===== src/rtl/multicycle_decode_fsm.sv =====
// Multicycle ARM main controller: state FSM, ALU decoder and PC-write logic.
// Optional DECODE_MEMWAIT_EN adds mem_ready wait states to FETCH, MEMRD and MEMWR.
module multicycle_decode_fsm #(
  parameter int REG_ADDR_W = 4,
  parameter int ALUCTRL_W  = 3
) (
  input  logic                  clk,
  input  logic                  reset,
  input  logic [1:0]            Op,
  input  logic [5:0]            Funct,
  input  logic [REG_ADDR_W-1:0] Rd,
`ifdef DECODE_MEMWAIT_EN
  input  logic                  mem_ready,
`endif
  output logic [1:0]            FlagW,
  output logic                  PCS,
  output logic                  NextPC,
  output logic                  RegW,
  output logic                  MemW,
  output logic                  IRWrite,
  output logic                  AdrSrc,
  output logic                  ALUSrcA,
  output logic [1:0]            ResultSrc,
  output logic [1:0]            ALUSrcB,
  output logic [1:0]            ImmSrc,
  output logic [1:0]            RegSrc,
  output logic [ALUCTRL_W-1:0]  ALUControl,
  output logic                  Illegal
);

  typedef enum logic [3:0] {
    FETCH, DECODE, MEMADR, MEMRD, MEMWB, MEMWR,
    EXECUTER, EXECUTEI, ALUWB, BRANCH
  } state_t;

  state_t     state, next;
  logic       nowrite_q, illegal_q, mem_ok;
  logic [2:0] dec_alu, alu3;
  logic       dec_nowrite, dec_illegal, dec_cv, branch;

`ifdef DECODE_MEMWAIT_EN
  assign mem_ok = mem_ready;
`else
  assign mem_ok = 1'b1;
`endif

  // dec_cv marks the arithmetic ops whose carry/overflow are meaningful
  always_comb begin
    dec_alu     = 3'b000;
    dec_nowrite = 1'b0;
    dec_illegal = 1'b0;
    dec_cv      = 1'b0;
    case (Funct[4:1])
      4'b0100: dec_cv = 1'b1;
      4'b0010: begin dec_alu = 3'b001; dec_cv = 1'b1; end
      4'b0000: dec_alu = 3'b010;
      4'b1100: dec_alu = 3'b011;
      4'b0001: dec_alu = 3'b100;
      4'b1010: begin dec_alu = 3'b001; dec_cv = 1'b1; dec_nowrite = 1'b1; end
      4'b1011: begin dec_cv = 1'b1; dec_nowrite = 1'b1; end
      4'b1000: begin dec_alu = 3'b010; dec_nowrite = 1'b1; end
      default: dec_illegal = 1'b1;
    endcase
  end

  always_ff @(posedge clk or negedge reset) begin
    if (!reset) begin
      state     <= FETCH;
      nowrite_q <= 1'b0;
      illegal_q <= 1'b0;
    end else begin
      state <= next;
      if (state == DECODE) begin
        nowrite_q <= (Op == 2'b00) & dec_nowrite;
        illegal_q <= (Op == 2'b00) & dec_illegal;
      end
    end
  end

  always_comb begin
    next       = state;
    FlagW      = 2'b00;
    NextPC     = 1'b0;
    RegW       = 1'b0;
    MemW       = 1'b0;
    IRWrite    = 1'b0;
    AdrSrc     = 1'b0;
    ALUSrcA    = 1'b0;
    ResultSrc  = 2'b00;
    ALUSrcB    = 2'b00;
    Illegal    = 1'b0;
    branch     = 1'b0;
    alu3       = 3'b000;
    case (state)
      FETCH: begin
        ALUSrcA   = 1'b1;
        ALUSrcB   = 2'b10;
        ResultSrc = 2'b10;
        IRWrite   = mem_ok;
        NextPC    = mem_ok;
        if (mem_ok) next = DECODE;
      end
      DECODE: begin
        ALUSrcA   = 1'b1;
        ALUSrcB   = 2'b10;
        ResultSrc = 2'b10;
        case (Op)
          2'b00:   next = Funct[5] ? EXECUTEI : EXECUTER;
          2'b01:   next = MEMADR;
          2'b10:   next = BRANCH;
          default: begin next = FETCH; Illegal = 1'b1; end
        endcase
      end
      MEMADR: begin
        ALUSrcB = 2'b01;
        next    = Funct[0] ? MEMRD : MEMWR;
      end
      MEMRD: begin
        AdrSrc = 1'b1;
        if (mem_ok) next = MEMWB;
      end
      MEMWB: begin
        ResultSrc = 2'b01;
        RegW      = 1'b1;
        next      = FETCH;
      end
      MEMWR: begin
        AdrSrc = 1'b1;
        MemW   = 1'b1;
        if (mem_ok) next = FETCH;
      end
      EXECUTER, EXECUTEI: begin
        ALUSrcB = (state == EXECUTEI) ? 2'b01 : 2'b00;
        alu3    = dec_alu;
        FlagW   = {Funct[0] & ~illegal_q, Funct[0] & dec_cv};
        Illegal = illegal_q;
        next    = ALUWB;
      end
      ALUWB: begin
        RegW    = ~(nowrite_q | illegal_q);
        Illegal = illegal_q;
        next    = FETCH;
      end
      BRANCH: begin
        ALUSrcB   = 2'b01;
        ResultSrc = 2'b10;
        branch    = 1'b1;
        next      = FETCH;
      end
      default: next = FETCH;
    endcase

    ImmSrc        = Op;
    RegSrc        = {Op == 2'b01, Op == 2'b10};
    ALUControl    = '0;
    ALUControl[2:0] = alu3;
    PCS           = ((Rd == {REG_ADDR_W{1'b1}}) & RegW) | branch;

    // Reset overrides everything so no strobe leaks while the FSM is held
    if (!reset) begin
      FlagW      = 2'b00;
      PCS        = 1'b0;
      NextPC     = 1'b0;
      RegW       = 1'b0;
      MemW       = 1'b0;
      IRWrite    = 1'b0;
      AdrSrc     = 1'b0;
      ALUSrcA    = 1'b0;
      ResultSrc  = 2'b00;
      ALUSrcB    = 2'b00;
      ImmSrc     = 2'b00;
      RegSrc     = 2'b00;
      ALUControl = '0;
      Illegal    = 1'b0;
    end
  end

endmodule


===== config.mk =====
export PLATFORM = sky130hd
export DESIGN_NAME = multicycle_decode_fsm
export DESIGN_NICKNAME = d
export VERILOG_FILES = /design/src/rtl/multicycle_decode_fsm.sv
export SDC_FILE = /design/constraint.sdc
export NUM_CORES = 1
export LEC_CHECK = 0
export BUFFER_PORTS_ARGS = -buffer_cell sky130_fd_sc_hd__buf_4
export CAP_MARGIN = 25
export CORE_UTILIZATION = 43
export CTS_BUF_LIST = sky130_fd_sc_hd__clkbuf_16
export DETAILED_ROUTE_END_ITERATION = 10
export GPL_ROUTABILITY_DRIVEN = 1
export HOLD_SLACK_MARGIN = 0.1
export PLACE_DENSITY = 0.85
export SETUP_SLACK_MARGIN = 0.02
export SYNTH_ARGS = -nofsm -noshare
export SYNTH_HDL_FRONTEND = slang
export SYNTH_SLANG_ARGS = --single-unit

===== constraint.sdc =====
create_clock -name clk -period 1.8 [get_ports clk]
set_input_delay 0.36 -clock clk [delete_from_list [all_inputs] [get_ports clk]]
set_output_delay 0.36 -clock clk [all_outputs]
set_load 0.02 [all_outputs]

==> qor.yml, run 1 <==
run_status:
  outcome: "finished with violations"
  violations: "setup timing"
job:
  drv_cap: 0
critical_path:
  slowest_delay_ns: 0.59
  required_ns: 1.44
  arrival_ns: 1.55
  crit_buf_inv: 1
  worst_path_dominant_cell_family: "simple AND/OR/NAND/NOR gates"
  crit_chain: "or4b_4 > o22ai_4 > buf_6"
  crit_type: "reg -> out"
  cp-start-kind: "flop"
  slowest_stage: "or4b_4"
  cp-end-kind: "output port"
  path_max_fanout: 4
routing:
  dr.pass1.iters: 5
  detail_route.wirelength_um: 2973
  drt_iter0_drc: 51
  vias: 911
  drcViolationCount: 0
  ant_nets: 0
  vias_per_cell: 6.197
  wl_per_cell_um: 20.22
place:
  pre_cts_ws_ns: 0.06146
  place_congestion: 0.8413
  dp_hpwl_um: 1429
  portBuffers: 34
clock_tree:
  clk_latency_ns: 0.23
  clock-sinks: 6
  clock_path_buffers: 2
  path_clk_slew_ns: 0.04
  htreeDepth: 1
  cts_buffers: 3
  clockRootBuffer: "clkbuf_16"
  cts_tree: "yes"
worst_hold_path:
  holdCritPathClass: "in -> reg"
finish:
  seqCellArea_um2: 151.4
  drive_above_1_share: 0.5833
  layout_common_cells: "buf_4 (41), buf_6 (9), a21oi_1 (6), nand2_1 (6)"
  multi_input_area_um2: 553.0
  fillers: 51
  mostFrequentLayoutCell: "buf_4"
  antenna_cells: 0
  nets: 148
  final_core_util: 0.9278
  syn2layout_area_growth_pct: 95.07
power_and_ir_drop:
  power_mw: 1.856
  p_leak_nw: 0.5579
  ir_drop_uv: 1192
  power.density_cell_area_mw_per_mm2: 1500
floorplan:
  pin_count: 35
  core_area_mm2: 0.001334
  die_h_um: 40.41
  initial_utilization: 0.4756
  die_area_mm2: 0.001633
  num_rows: 13
  die_x_um: 40.41
logic_synthesis:
  syn_nets: 99
  synthXorXnorAreaFrac: 0.02761
  netlist_area_um2: 634.4
  yosysWarnings: 0
  avgSynthCellArea_um2: 7.463
  synthMuxAreaShare: 0
  ys_seq_area_frac: 0.2367
  synthesis.instances: 85
  yosys.area_share.simple: 0.4024
  synth_compound_area_frac: 0.2308
  synth_cell_type_count: 35
  synth_top_family_by_area: "simple AND/OR/NAND/NOR gates"
  synth_fa_ha_area_frac: 0
  ys_ff_latch: 6
global_routing:
  gr-total-overflow: 0
  antenna_found_initial: 0
  grt_usage: 0.2942
  grt_pass1_wl_um: 3132
  grt_max_degree: 10
  grt_pass1_vias: 715
sta:
  rsz0062_at_grt: "true"
  setup_viol: 5
  hold_slack_ns: 0.3694
  min_period_ns: 1.911
  finalSetupTns_ns: -0.2634
  fmax_ghz: 0.5233
  worst_pin_slew_ns: 0.3702
  timing.final.ws_setup_ns: -0.1109
  slew_headroom: 0.7532
  finalCritPeriodShare: 1.062
  finalHoldViolCount: 0
  drv_slew: 0
  skew_ns: 0.001153
==> stage by stage <==
step                      instance area, um^2  std cells
final                                    1237        147
after global routing                     1237        147
after CTS                                1115        145
after detailed placement                934.6        133
after global placement                  934.6        133
after floorplan                         665.6         85
==> report_power, final <==
part	switching (mW)	internal, mW
logic	0.669	0.555
clock network	0.0815	0.286
registers	0.0734	0.191
total	0.824	1.03
==> cell usage after synthesis (all sizes together) <==
| library cell | count | area [um^2] |
|---|---|---|
| and2 | 2 | 12.51 |
| or3 | 1 | 6.260 |
| nor2 | 7 | 26.28 |
| a22oi | 1 | 7.510 |
| nor3b | 1 | 7.510 |
| inv | 4 | 15.01 |
| o22ai | 1 | 6.260 |
| a2111oi | 1 | 8.760 |
| a21oi | 9 | 45.04 |
| o21ai | 3 | 15.01 |
| nand3 | 6 | 30.03 |
| o21a | 1 | 7.510 |
| and3 | 2 | 12.51 |
| dfrtp | 6 | 150.1 |
| nor2b | 7 | 51.30 |
| or4b | 1 | 13.76 |
| xor2 | 1 | 8.760 |
| or2 | 1 | 6.260 |
| xnor2 | 1 | 8.760 |
| a211oi | 2 | 15.01 |
| nand4 | 1 | 6.260 |
| nor4 | 2 | 12.51 |
| nor3 | 4 | 20.02 |
| nand2 | 6 | 22.52 |
| clkbuf | 2 | 11.26 |
| buf | 5 | 38.78 |
| o41ai | 3 | 41.29 |
| nand4b | 1 | 8.760 |
| nand2b | 3 | 18.77 |
==> worst reg2reg max path, stage by stage, from the launching register on <==
cell     delay [ns]
dfrtp_1        0.42
or4b_4         0.59
buf_4          0.18
o41ai_2        0.26
==> final timing paths <==
path                       startpoint         to  cells after the start  slack [ns]
min in group asynchronous       reset  illegal_q                      3        0.78
hold reg to reg             nowrite_q  nowrite_q                      2        0.55
setup / recovery             state[1]    Illegal                      3       -0.11
hold / removal                  Op[0]  illegal_q                      2        0.37
max in group asynchronous       reset   state[3]                      3        0.74
setup reg to reg             state[1]  illegal_q                      3        0.24
==> kinds of logic (layout without fill, tap and decap cells) <==
logic type | count (synthesis) | count (layout)
xor gates and xnor gates | 2 | 2
buffers and inverters | 11 | 58
AOI/OAI and AO/OA | 21 | 21
and+or+nand+nor | 45 | 45
DFF | 6 | 6
==> sequential cells by signal, summed over array words and instances, names as in the netlist <==
register and count:
illegal_q 1, nowrite_q 1, state 4
==> layer usage <==
| layer | share of wire | GRT usage | vias to the layer above |
|---|---|---|---|
| met4 | 0.026 | 0.07500 | 0 |
| met5 | 0 | 0 | - |
| met3 | 0.087 | 0.03333 | 12 |
| met2 | 0.52 | 0.5635 | 67 |
| met1 | 0.36 | 0.3355 | 430 |
| li1 | - | - | 402 |
==> final cells by class <==
class,instances,share of cell area
clock buffer,3,0.06067
inverter,4,0.01618
multi-input combinational,68,0.4469
sequential,6,0.1223
tap,15,0.01517
timing repair buffer,51,0.3387
==> timing repair <==
item                       in CTS  in global routing
gates resized for setup        11                 21
hold buffers                    1                  0
pin swaps                       4                  6
setup endpoints to repair       8                 12
buffers inserted                8                  2
hold endpoints to repair        6                  0
No activity file was read; power rests on OpenSTA's default activity.
==> run 2, diff against run 1 <==
==> constraint.sdc (replaced) <==
create_clock -name clk -period 1.8 [get_ports clk]
set_input_delay 0.09 -clock clk [delete_from_list [all_inputs] [get_ports clk]]
set_output_delay 0.09 -clock clk [all_outputs]
set_load 0.02 [all_outputs]
==> qor.yml, run 2 (same netlist as run 1, synthesis figures left out) <==
floorplan:
  initial_utilization: 0.4756  # unchanged
  die_h_um: 40.41  # unchanged
  num_rows: 13  # unchanged
  die_x_um: 40.41  # unchanged
  die_area_mm2: 0.001633  # unchanged
  core_area_mm2: 0.001334  # unchanged
  pin_count: 35  # unchanged
global_routing:
  grt_usage: 0.2756  # was 0.2942
  gr-total-overflow: 0  # unchanged
  antenna_found_initial: 0  # unchanged
  grt_pass1_vias: 742  # was 715
  grt_max_degree: 16  # was 10
  grt_pass1_wl_um: 3001  # was 3132 um
critical_path:
  arrival_ns: 1.64  # was 1.55 ns
  crit_chain: "or4b_4 > o22ai_2 > buf_4"  # was or4b_4 > o22ai_4 > buf_6
  crit_buf_inv: 1  # unchanged
  slowest_stage: "or4b_4"  # unchanged
  worst_path_dominant_cell_family: "simple AND/OR/NAND/NOR gates"  # unchanged
  cp-end-kind: "output port"  # unchanged
  cp-start-kind: "flop"  # unchanged
  required_ns: 1.71  # was 1.44 ns
  path_max_fanout: 9  # was 4
  slowest_delay_ns: 0.59  # about the same
  crit_type: "reg -> out"  # unchanged
sta:
  min_period_ns: 1.727  # was 1.911 ns
  slew_headroom: 0.8087  # was 0.7532
  finalHoldViolCount: 0  # unchanged
  timing.final.ws_setup_ns: 0.07316  # was -0.1109 ns
  finalSetupTns_ns: 0  # was -0.2634 ns
  setup_viol: 0  # was 5
  rsz0062_at_grt: "false"  # was true
  finalCritPeriodShare: 0.9594  # was 1.062
  drv_slew: 0  # unchanged
  worst_pin_slew_ns: 0.2833  # was 0.3702 ns
  skew_ns: 0.0009848  # was 0.001153 ns
  fmax_ghz: 0.5791  # was 0.5233 GHz
finish:
  nets: 137  # was 148
  fillers: 107  # was 51
  multi_input_area_um2: 431.7  # was 553.0 um^2
  syn2layout_area_growth_pct: 57.40  # was 95.07%
  layout_common_cells: "buf_4 (39), a21oi_1 (9), nor2_1 (7)"  # was buf_4 (41), buf_6 (9), a21oi_1 (6), nand2_1 (6)
  final_core_util: 0.7486  # was 0.9278
  seqCellArea_um2: 155.1  # was 151.4 um^2
  mostFrequentLayoutCell: "buf_4"  # unchanged
  stdcell_count: 136  # was 147
  largest-register: "state"  # unchanged
  drive_above_1_share: 0.4463  # was 0.5833
  largest_reg_flops: 4  # unchanged
  reg.largest.list: "state (4), illegal_q (1), nowrite_q (1)"  # unchanged
  antenna_cells: 0  # unchanged
clock_tree:
  cts_tree: "yes"  # unchanged
  htreeDepth: 1  # unchanged
  path_clk_slew_ns: 0.03  # was 0.04 ns
  clk_latency_ns: 0.22  # was 0.23 ns
  clock-sinks: 6  # unchanged
  clockRootBuffer: "clkbuf_16"  # unchanged
  clock_path_buffers: 2  # unchanged
  cts_buffers: 3  # unchanged
routing:
  vias_per_cell: 5.860  # was 6.197
  drcViolationCount: 0  # unchanged
  ant_nets: 0  # unchanged
  detail_route.wirelength_um: 2024  # was 2973 um
  dr.pass1.iters: 4  # was 5
  vias: 797  # was 911
  drt_iter0_drc: 24  # was 51
  wl_per_cell_um: 14.88  # was 20.22 um
power_and_ir_drop:
  power_mw: 1.412  # was 1.856 mW
  p_leak_nw: 0.4699  # was 0.5579 nW
  power.density_cell_area_mw_per_mm2: 1414  # was 1500 mW/mm^2
  ir_drop_uv: 1676  # was 1192 uV
place:
  placedCellCount: 128  # was 133
  portBuffers: 34  # unchanged
  pre_cts_ws_ns: 0.1773  # was 0.06146 ns
  dp_hpwl_um: 1362  # was 1429 um
  place_congestion: 0.7867  # was 0.8413
job:
  drv_cap: 0  # unchanged
run_status:
  outcome: "completed"  # was finished with violations
worst_hold_path:
  holdCritPathClass: "in -> reg"  # unchanged
-- run 2: what timing repair did --
action / in CTS / in global routing
buffers inserted: 0 / 4
gates resized for setup: 2 / 4
endpoints found under the hold margin: 6 / 0
hold buffers: 1 / 0
pin swaps: 0 / 0
endpoints found under the setup margin: 1 / 4
-- run 2: path summary, 6_finish.rpt --
kind / from / end / slack (ns) / cells after the start
worst max-delay path: state[3] / Illegal / 0.07 / 3
worst min-delay path: Op[0] / illegal_q / 0.11 / 2
worst max register to register: state[3] / nowrite_q / 0.28 / 2
worst min register to register: nowrite_q / nowrite_q / 0.50 / 2
max in group asynchronous: reset / state[0] / 1.38 / 2
min in group asynchronous: reset / illegal_q / 0.25 / 2
-- run 2: final cells by class --
type / count / share of cell area
multi-input combinational: 68 / 0.4323
sequential: 6 / 0.1554
clock buffer: 3 / 0.07519
inverter: 4 / 0.01504
timing repair buffer: 40 / 0.3033
tap: 15 / 0.01880
-- run 2: through the flow --
| stage | hold WS [ns] | instance area (um^2) |
|---|---|---|
| floorplan | -0.2056 | 635.6 |
| global placement | -0.06877 | 867.1 |
| detailed placement | -0.06623 | 867.1 |
| CTS | 0.1041 | 958.4 |
| global route | 0.1130 | 998.5 |
| finish | 0.1120 | 998.5 |
-- run 2: worst register-to-register path, cell delays in order, from the launching register on --
cell	delay, ns
dfrtp_2	0.47
or4b_4	0.60
o41ai_2	0.34
-- run 2: power breakdown --
| part | switching, mW | internal [mW] | total [mW] |
|---|---|---|---|
| clock network | 0.0730 | 0.285 | 0.358 |
| registers | 0.106 | 0.197 | 0.303 |
| logic | 0.411 | 0.340 | 0.751 |
| total | 0.590 | 0.822 | 1.41 |
-- run 2: per-layer routing --
metal  routed length (um)  share of wire  track usage
met5                    0              0            0
met4                   19         0.0094       0.1667
met3                  211           0.10      0.06111
met2                 1001           0.49       0.5079
met1                  792           0.39       0.2748
==> run 3, diff against run 2 <==
--- a/config.mk
+++ b/config.mk
@@ -9,10 +9,11 @@
 export CAP_MARGIN = 25
 export CORE_UTILIZATION = 43
 export CTS_BUF_LIST = sky130_fd_sc_hd__clkbuf_16
+export CTS_CLUSTER_SIZE = 30
 export DETAILED_ROUTE_END_ITERATION = 10
 export GPL_ROUTABILITY_DRIVEN = 1
 export HOLD_SLACK_MARGIN = 0.1
-export PLACE_DENSITY = 0.85
+export PLACE_DENSITY = 0.78
 export SETUP_SLACK_MARGIN = 0.02
 export SYNTH_ARGS = -nofsm -noshare
 export SYNTH_HDL_FRONTEND = slang
==> qor.yml, run 3 (same netlist as run 1, synthesis figures left out) <==
run_status:
  outcome: "completed"  # unchanged
finish:
  drive_above_1_share: 0.4380  # was 0.4463
  final_core_util: 0.7636  # was 0.7486
  nets: 137  # unchanged
  seqCellArea_um2: 153.9  # was 155.1 um^2
  antenna_cells: 0  # unchanged
  largest_reg_flops: 4  # unchanged
  multi_input_area_um2: 450.4  # was 431.7 um^2
  syn2layout_area_growth_pct: 60.55  # was 57.40%
  fillers: 90  # was 107
  layout_common_cells: "buf_4 (38), a21oi_1 (9), nor2_1 (7)"  # was buf_4 (39), a21oi_1 (9), nor2_1 (7)
  mostFrequentLayoutCell: "buf_4"  # unchanged
  largest-register: "state"  # unchanged
  reg.largest.list: "state (4), illegal_q (1), nowrite_q (1)"  # unchanged
place:
  pre_cts_ws_ns: 0.09905  # was 0.1773 ns
  dp_hpwl_um: 1387  # was 1362 um
  place_congestion: 0.8077  # was 0.7867
  portBuffers: 34  # unchanged
clock_tree:
  clockRootBuffer: "clkbuf_16"  # unchanged
  clk_latency_ns: 0.23  # was 0.22 ns
  clock-sinks: 6  # unchanged
  path_clk_slew_ns: 0.04  # was 0.03 ns
  htreeDepth: 1  # unchanged
  cts_tree: "yes"  # unchanged
  clock_path_buffers: 2  # unchanged
  cts_buffers: 3  # unchanged
power_and_ir_drop:
  p_clk_frac: 0.258  # was 0.254
  p_int_mw: 0.8199  # was 0.8222 mW
  ir_drop_uv: 672.7  # was 1676 uV
  power.density_cell_area_mw_per_mm2: 1413  # was 1414 mW/mm^2
  p_seq_frac: 0.191  # was 0.215
  p_comb_frac: 0.551  # was 0.532
  netSwitchingPower_mw: 0.6190  # was 0.5898 mW
  p_leak_nw: 0.4745  # was 0.4699 nW
  swShare: 0.4302  # was 0.4177
sta:
  worst_pin_slew_ns: 0.2615  # was 0.2833 ns
  fmax_ghz: 0.5685  # was 0.5791 GHz
  setup_viol: 0  # unchanged
  finalHoldViolCount: 0  # unchanged
  min_period_ns: 1.759  # was 1.727 ns
  slew_headroom: 0.8243  # was 0.8087
  rsz0062_at_grt: "false"  # unchanged
  timing.final.ws_setup_ns: 0.04108  # was 0.07316 ns
  hold_slack_ns: 0.1190  # was 0.1120 ns
  finalSetupTns_ns: 0  # unchanged
  finalCritPeriodShare: 0.9772  # was 0.9594
  drv_slew: 0  # unchanged
  skew_ns: 0.0004082  # was 0.0009848 ns
routing:
  drt_iter0_drc: 24  # unchanged
  vias: 790  # was 797
  drcViolationCount: 0  # unchanged
  ant_nets: 0  # unchanged
  vias_per_cell: 5.809  # was 5.860
  wl_per_cell_um: 15.36  # was 14.88 um
  detail_route.wirelength_um: 2089  # was 2024 um
  dr.pass1.iters: 4  # unchanged
critical_path:
  r2r_slack_ns: 0.34  # was 0.28 ns
  cp-end-kind: "output port"  # unchanged
  arrival_ns: 1.67  # was 1.64 ns
  crit_type: "reg -> out"  # unchanged
  path_max_fanout: 9  # unchanged
  required_ns: 1.71  # about the same
  cp-start-kind: "flop"  # unchanged
global_routing:
  antenna_found_initial: 0  # unchanged
  gr-total-overflow: 0  # unchanged
  grt_pass1_vias: 704  # was 742
  grt_max_degree: 16  # unchanged
  grt_usage: 0.2847  # was 0.2756
  grt_pass1_wl_um: 3015  # was 3001 um
job:
  drv_cap: 0  # unchanged
floorplan:
  die_x_um: 40.41  # unchanged
  pin_count: 35  # unchanged
  core_area_mm2: 0.001334  # unchanged
  num_rows: 13  # unchanged
  initial_utilization: 0.4756  # unchanged
  die_area_mm2: 0.001633  # unchanged
  die_h_um: 40.41  # unchanged
worst_hold_path:
  holdCritPathClass: "in -> reg"  # unchanged
[run 3: changes by cell type in the layout (fill, tap and decap cells not counted)]
cell / delta
a2111oi_2: -1
a2111oi_4: +1
buf_4: -1
dfrtp_1: +1
dfrtp_2: -1
dlygate4sd3_1: +1
nand3_1: -1
nand3_2: +1
o22ai_1: +1
o22ai_2: -1
o41ai_1: -1
o41ai_2: +1
[run 3: timing repair]
action                                  in CTS  in global routing
hold buffers                                 2                  0
buffers inserted                             2                  0
endpoints found under the setup margin       2                  3
endpoints found under the hold margin        7                  0
resized for setup                            3                  4
[run 3: layout make-up]
type | count | share of cell area
Multi-Input combinational cell | 68 | 0.4423
Sequential cell | 6 | 0.1511
Timing Repair Buffer | 40 | 0.2998
Clock buffer | 3 | 0.07371
Tap cell | 15 | 0.01843
Inverter | 4 | 0.01474
[run 3: metrics by stage]
| stage | cells | area [um^2] | power, mW |
|---|---|---|---|
| 3_5_place_dp | 129 | 874.6 | 0.9967 |
| 4_1_cts | 136 | 992.2 | 1.405 |
| 5_1_grt | 136 | 1018 | 1.497 |
| 6_report | 136 | 1018 | 1.439 |
| 3_3_place_gp | 129 | 874.6 | 0.9826 |
| 2_1_floorplan | 85 | 635.6 | 0.7870 |
[run 3: worst paths after layout]
path,startpoint,to,cells past startpoint
min,Funct[3],nowrite_q,2
min reg2reg,nowrite_q,nowrite_q,2
max reg2reg,state[3],illegal_q,2
max in group asynchronous,reset,state[1],2
max,state[3],Illegal,3
min in group asynchronous,reset,illegal_q,2
[run 3: critical path, stage by stage (launching register included)]
cell     delay, ns
dfrtp_2       0.47
or4b_4        0.59
o22ai_1       0.21
buf_4         0.17
[run 3: routing by layer]
| metal | track usage | part of all wire |
|---|---|---|
| met1 | 0.2947 | 0.38 |
| met2 | 0.5357 | 0.53 |
| met3 | 0.05000 | 0.075 |
| met4 | 0.1417 | 0.018 |
| met5 | 0 | 0 |
[run 3: power groups by stage]
| stage | logic, mW | registers, mW | clock network (mW) |
|---|---|---|---|
| after global routing | 0.845 | 0.278 | 0.374 |
| after global placement | 0.718 | 0.264 | 0 |
| after CTS | 0.771 | 0.268 | 0.366 |
| after detailed placement | 0.727 | 0.270 | 0 |
| final | 0.794 | 0.275 | 0.371 |
| after floorplan | 0.567 | 0.220 | 0 |
